**src/rtl/battle_pkg.sv**
```systemverilog
// Shared constants, type table and FSM encoding for the per-side battle resolver.
package battle_pkg;

    localparam int unsigned LOC_W     = 9;
    localparam int unsigned NUM_SLOTS = 16;
    localparam int unsigned TOWER_SEL = 4;

    localparam logic [1:0] TYPE_NONE   = 2'b00;
    localparam logic [1:0] TYPE_LIGHT  = 2'b01;
    localparam logic [1:0] TYPE_MEDIUM = 2'b10;
    localparam logic [1:0] TYPE_HEAVY  = 2'b11;

    typedef enum logic [1:0] {
        StIdle,
        StDamage,
        StMove,
        StDone
    } state_e;

    function automatic logic [1:0] type_speed(input logic [1:0] t);
        case (t)
            TYPE_LIGHT:  return 2'd1;
            TYPE_MEDIUM: return 2'd2;
            TYPE_HEAVY:  return 2'd3;
            default:     return 2'd0;
        endcase
    endfunction

    function automatic logic [7:0] type_hp(input logic [1:0] t);
        case (t)
            TYPE_LIGHT:  return 8'd20;
            TYPE_MEDIUM: return 8'd40;
            TYPE_HEAVY:  return 8'd80;
            default:     return 8'd0;
        endcase
    endfunction

    // Friendly units enter at the far end and march toward loc 0; enemies the reverse.
    function automatic logic [LOC_W-1:0] spawn_loc(input int unsigned side);
        return (side == 0) ? 9'd511 : 9'd0;
    endfunction

endpackage

```
**src/rtl/battle_resolver_free_slot_enc.sv**
```systemverilog
// Lowest-free-slot priority encoder over the 16-slot live mask.
module free_slot_enc
    import battle_pkg::*;
(
    input  logic [NUM_SLOTS-1:0] i_live,
    output logic [3:0]           o_idx,
    output logic                 o_full
);

    always_comb begin
        o_idx = 4'd0;
        for (int i = int'(NUM_SLOTS) - 1; i >= 0; i--) begin
            if (!i_live[i]) begin
                o_idx = 4'(i);
            end
        end
    end

    assign o_full = &i_live;

endmodule

```
**src/rtl/battle_resolver.sv**
```systemverilog
// Per-side unit store: spawns between frames, then one damage cycle and a 16-cycle move sweep.
module battle_resolver
    import battle_pkg::*;
#(
    parameter int unsigned SIDE     = 0,
    parameter int unsigned TOWER_HP = 200
) (
    input  logic         clk,
    input  logic         rst,
    input  logic         i_start,
    input  logic         i_ack,
    output logic         o_done,
    input  logic [4:0]   i_dmg_sel,
    input  logic [7:0]   i_dmg_amt,
    input  logic [8:0]   i_opp_front,
    input  logic         i_spawn_req,
    input  logic [1:0]   i_spawn_type,
    output logic         o_spawn_ack,
    output logic         o_full,
    output logic [143:0] o_unit_loc,
    output logic [31:0]  o_unit_type,
    output logic [7:0]   o_tower_hp,
    output logic         o_tower_dead
);

    state_e           r_state;
    state_e           w_state_next;
    logic [LOC_W-1:0] r_loc  [NUM_SLOTS];
    logic [1:0]       r_type [NUM_SLOTS];
    logic [7:0]       r_hp   [NUM_SLOTS];
    logic [7:0]       r_tower_hp;
    logic [3:0]       r_idx;
    logic [4:0]       r_dmg_sel;
    logic [7:0]       r_dmg_amt;
    logic [8:0]       r_opp_front;
    logic             r_spawn_ack;

    logic [NUM_SLOTS-1:0] w_live;
    logic [3:0]           w_free_idx;
    logic                 w_full;
    logic                 w_latch;
    logic                 w_spawn;
    logic                 w_damage;
    logic                 w_move;
    logic [3:0]           w_dmg_slot;
    logic [LOC_W-1:0]     w_cur_loc;
    logic [9:0]           w_speed;
    logic [9:0]           w_sum;
    logic [LOC_W-1:0]     w_moved;

    for (genvar g = 0; g < NUM_SLOTS; g++) begin : g_bus
        assign w_live[g]              = (r_type[g] != TYPE_NONE);
        assign o_unit_loc[9*g +: 9]   = r_loc[g];
        assign o_unit_type[2*g +: 2]  = r_type[g];
    end

    free_slot_enc u_free_slot_enc (
        .i_live (w_live),
        .o_idx  (w_free_idx),
        .o_full (w_full)
    );

    assign o_full       = w_full;
    assign o_done       = (r_state == StDone);
    assign o_tower_hp   = r_tower_hp;
    assign o_tower_dead = (r_tower_hp == 8'd0);
    assign o_spawn_ack  = r_spawn_ack;
    assign w_dmg_slot   = r_dmg_sel[3:0];

    always_ff @(posedge clk) begin
        if (rst) begin
            r_state <= StIdle;
        end else begin
            r_state <= w_state_next;
        end
    end

    always_comb begin
        w_state_next = r_state;
        w_latch      = 1'b0;
        w_spawn      = 1'b0;
        w_damage     = 1'b0;
        w_move       = 1'b0;
        unique case (r_state)
            StIdle: begin
                // start has priority; a concurrent spawn waits until the frame is acked
                if (i_start) begin
                    w_latch      = 1'b1;
                    w_state_next = StDamage;
                end else if (i_spawn_req && (i_spawn_type != TYPE_NONE) && !w_full) begin
                    w_spawn = 1'b1;
                end
            end
            StDamage: begin
                w_damage     = 1'b1;
                w_state_next = StMove;
            end
            StMove: begin
                w_move = 1'b1;
                if (r_idx == 4'd15) begin
                    w_state_next = StDone;
                end
            end
            StDone: begin
                if (i_ack) begin
                    w_state_next = StIdle;
                end
            end
            default: w_state_next = StIdle;
        endcase
    end

    // 10-bit arithmetic so stepping past 0 or 511 is caught before clamping.
    always_comb begin
        w_cur_loc = r_loc[r_idx];
        w_speed   = {8'd0, type_speed(r_type[r_idx])};
        w_moved   = w_cur_loc;
        if (SIDE == 0) begin
            w_sum = {1'b0, w_cur_loc} - w_speed;
            if (w_cur_loc > r_opp_front) begin
                if (w_sum[9] || (w_sum < {1'b0, r_opp_front})) begin
                    w_moved = r_opp_front;
                end else begin
                    w_moved = w_sum[8:0];
                end
            end
        end else begin
            w_sum = {1'b0, w_cur_loc} + w_speed;
            if (w_cur_loc < r_opp_front) begin
                if (w_sum > {1'b0, r_opp_front}) begin
                    w_moved = r_opp_front;
                end else begin
                    w_moved = w_sum[8:0];
                end
            end
        end
    end

    always_ff @(posedge clk) begin
        if (rst) begin
            for (int i = 0; i < int'(NUM_SLOTS); i++) begin
                r_loc[i]  <= '0;
                r_type[i] <= TYPE_NONE;
                r_hp[i]   <= '0;
            end
            r_tower_hp  <= 8'(TOWER_HP);
            r_idx       <= '0;
            r_dmg_sel   <= '0;
            r_dmg_amt   <= '0;
            r_opp_front <= '0;
            r_spawn_ack <= 1'b0;
        end else begin
            r_spawn_ack <= w_spawn;
            if (w_latch) begin
                r_dmg_sel   <= i_dmg_sel;
                r_dmg_amt   <= i_dmg_amt;
                r_opp_front <= i_opp_front;
            end
            if (w_spawn) begin
                r_loc[w_free_idx]  <= spawn_loc(SIDE);
                r_type[w_free_idx] <= i_spawn_type;
                r_hp[w_free_idx]   <= type_hp(i_spawn_type);
            end
            if (w_damage) begin
                r_idx <= '0;
                if (r_dmg_sel[TOWER_SEL]) begin
                    r_tower_hp <= (r_tower_hp > r_dmg_amt) ? (r_tower_hp - r_dmg_amt) : 8'd0;
                end else if (r_type[w_dmg_slot] != TYPE_NONE) begin
                    if (r_hp[w_dmg_slot] <= r_dmg_amt) begin
                        r_type[w_dmg_slot] <= TYPE_NONE;
                        r_hp[w_dmg_slot]   <= 8'd0;
                    end else begin
                        r_hp[w_dmg_slot] <= r_hp[w_dmg_slot] - r_dmg_amt;
                    end
                end
            end
            if (w_move) begin
                r_idx <= r_idx + 4'd1;
                if (r_type[r_idx] != TYPE_NONE) begin
                    r_loc[r_idx] <= w_moved;
                end
            end
        end
    end

endmodule

```
**config.mk**
```make
export PLATFORM = sky130hd
export DESIGN_NAME = battle_resolver
export DESIGN_NICKNAME = d
export VERILOG_FILES = /design/src/rtl/battle_pkg.sv /design/src/rtl/battle_resolver_free_slot_enc.sv /design/src/rtl/battle_resolver.sv
export SDC_FILE = /design/constraint.sdc
export NUM_CORES = 1
export LEC_CHECK = 0
export ABC_AREA = 1
export CAP_MARGIN = 30
export CORE_MARGIN = 2
export CORE_UTILIZATION = 46
export CTS_BUF_LIST = sky130_fd_sc_hd__clkbuf_16
export DETAILED_ROUTE_END_ITERATION = 8
export PLACE_DENSITY = 0.68
export SYNTH_ARGS = -nofsm -noshare
export SYNTH_HDL_FRONTEND = slang
export SYNTH_HIERARCHICAL = 1
export SYNTH_SLANG_ARGS = --single-unit
```
**constraint.sdc**
```tcl
create_clock -name clk -period 11.7 [get_ports clk]
set_input_delay 2.34 -clock clk [delete_from_list [all_inputs] [get_ports clk]]
set_output_delay 2.34 -clock clk [all_outputs]
set_load 0.05 [all_outputs]
```
==> results.cfg <==
[cts]
cts_tree = done
cts_setup_buffers = 0
cts.repair.resized = 0
clk_pin_slew_ps = 60
insertion_delay_ps = 550
cts_root_buf = clkbuf_16
holdBufCountCts = 0
cts.sinks = 349
cts_buffers = 38
cts_max_path_buffers = 3
cts_max_level = 2

[hold_path]
min_path_type = reg -> reg

[final_layout]
final_util = 0.556
antenna_cells = 0
area_growth_pct = 19.9
seq_area_mm2 = 0.0100
drive_gt1_frac = 0.0836
multi_input_area_mm2 = 0.00720
nets = 2233
fillers = 3486

[synthesis]
yosys_warnings = 6
synth_cell_types = 49
synthTopCellsByCount = nand2_1, edfxtp_1, nor2_1
ys_ff_latch = 349
synth_edf_count = 304
synthTopCellsByArea = edfxtp_1, nand2_1, nor2_1
synth_top_area_frac = 0.498
synthArstFlopShare = 0
ys_seq_area_frac = 0.547
syn_area_mm2 = 0.0183
synth.avg_cell_area_um2 = 9.20
synth_top_cell_by_area = edfxtp_1
synth.most_common_cell = nand2_1
synthFlopType = edfxtp_1
synth_cells = 1995
syn_nets = 2068

[routing]
routedWlPerCell_um = 21.7
routed_wl_mm = 59.0
antenna_left = 0
dr.pass1.iters = 6
vias = 15916
initialDrtViolationCount = 1950
viasPerCell = 5.86
drc = 0

[power_and_ir_drop]
p_sw_mw = 2.10
cellLeakagePower_nw = 8.69
total_power_mw = 4.76
sw_frac_of_total = 0.440
seq_power_share = 0.321
ir_drop_mv = 0.167
powerDensity_mw_per_mm2 = 217
comb_power_share = 0.433
p_int_mw = 2.67
clkPwrFrac = 0.246

[sta]
rsz0062_at_grt = no
tightest_slew_ps = 990
timing.final.crit_share = 0.494
fmax_ghz = 0.173
hold_violations = 0
final.setup.tns_ps = 0
setup_viol_count_final = 0
layout_setup_ws_ps = 5920
slew_headroom = 0.340
drv_slew = 0
fin_crit_ps = 5780
clock_skew_ps = 33.1

[grt]
grt_max_degree = 74
grt_pass1_wl_mm = 88.9
grt_usage = 0.280
antenna_found_initial = 0
overflow = 0
first_global_vias = 15080

[critical_path]
endpoint_kind = flop
slowest_stage = dfxtp_4
crit_arrival_ps = 6140
crit_family = simple AND/OR/NAND/NOR gates
cp.required_ps = 12060
path_buf_inv = 6
cpPeakStageDelay_ps = 720
cp-start-kind = flop
crit_path_max_fanout = 61
path_class = reg -> reg
path_common_cell = nand2_1

[flow_run]
drv_cap = 0

[floorplan]
io_pins = 217
start_util = 0.464
rows = 73
die_w_um = 204
dieHeight_um = 204
core_area_mm2 = 0.0395
die-area_mm2 = 0.0415

[placement]
portBuffers = 216
gp_congestion = 0.948
dp_worst_setup_slack_ps = 5570
dpl.hpwl_mm = 42.4

[outcome]
status = completed
-- final timing paths --
| kind | from | end | cells past startpoint | slack (ps) |
|---|---|---|---|---|
| hold / removal | r_dmg_amt[6]$_SDFFE_PP0P_ | r_dmg_amt[6]$_SDFFE_PP0P_ | 2 | 520 |
| setup reg to reg | flop | r_loc[1][4]$_SDFFCE_PN0P_ | 28 | 5920 |
| hold reg to reg | r_dmg_amt[6]$_SDFFE_PP0P_ | r_dmg_amt[6]$_SDFFE_PP0P_ | 2 | 520 |
| setup / recovery | flop | r_loc[1][4]$_SDFFCE_PN0P_ | 28 | 5920 |
-- final cells by class --
| class | instances | share of cell area |
|---|---|---|
| well taps | 525 | 0.0299 |
| clock buffers | 39 | 0.0444 |
| repair buffers | 237 | 0.106 |
| inverters | 148 | 0.0255 |
| multi-input cells | 1386 | 0.327 |
| flip-flops and latches | 349 | 0.456 |
| clock inverters | 31 | 0.0108 |
-- cell families (layout without fill, tap and decap cells) --
group	Yosys count	in the layout	share of synthesized area
compound gates	483	483	0.150
xor+xnor	5	5	0.00239
fa+ha+maj	44	44	0.0312
buf+inv	260	455	0.0614
flops	349	349	0.547
simple gates	854	854	0.208
-- through the flow --
step	instance area, um^2	cells	hold slack (ps)
4_1_cts	22000	2715	520
3_5_place_dp	20800	2645	512
5_1_grt	22000	2715	535
2_1_floorplan	18300	1995	458
6_report	22000	2715	516
3_3_place_gp	20800	2642	503
-- layer usage --
layer  vias to the layer above  wire (um)  global-route usage
met2                       870      28600               0.471
met4                         0       2610               0.126
met3                       143       5110              0.0390
li1                       7296          -                   -
met5                         -          0                   0
met1                      7607      22700               0.359
-- power groups by stage --
| stage | clock, mW | sequential [mW] | combinational, mW |
|---|---|---|---|
| floorplan | 0 | 1.65 | 1.37 |
| global route | 1.23 | 1.54 | 2.25 |
| global placement | 0 | 1.55 | 2.00 |
| detailed placement | 0 | 1.55 | 2.03 |
| finish | 1.17 | 1.53 | 2.06 |
| CTS | 1.18 | 1.53 | 2.03 |
-- cells in the final DEF (no fill, tap or decap), types with 13 or more instances in the layout --
cell and instances:
o211ai_1 27, clkbuf_16 39, nand2_2 26, nor3_1 39
o22ai_1 13, o21ai_0 158, nor2_1 281, edfxtp_1 304
nand4_1 20, o21ai_1 13, clkdlybuf4s50_1 216, a21oi_1 198
nand2_1 317, a21oi_2 24, dfxtp_1 43, ha_1 41
inv_1 150, o221ai_1 30, nand3_1 120, buf_4 19
-- registers in the layout (all words and copies together) (netlist names), named ones only --
signal and count:
r_loc 144, r_hp 128, r_type 32, r_opp_front 9, o_tower_hp 8, r_dmg_amt 8
r_dmg_sel 5, r_idx 4, r_state 2, o_spawn_ack 1
-- tightest hold or removal path, stage by stage (launching register included) --
cell and delay, ps:
dfxtp_1 290, inv_1 100, a21oi_1 70
No activity file was read; power rests on OpenSTA's default activity.
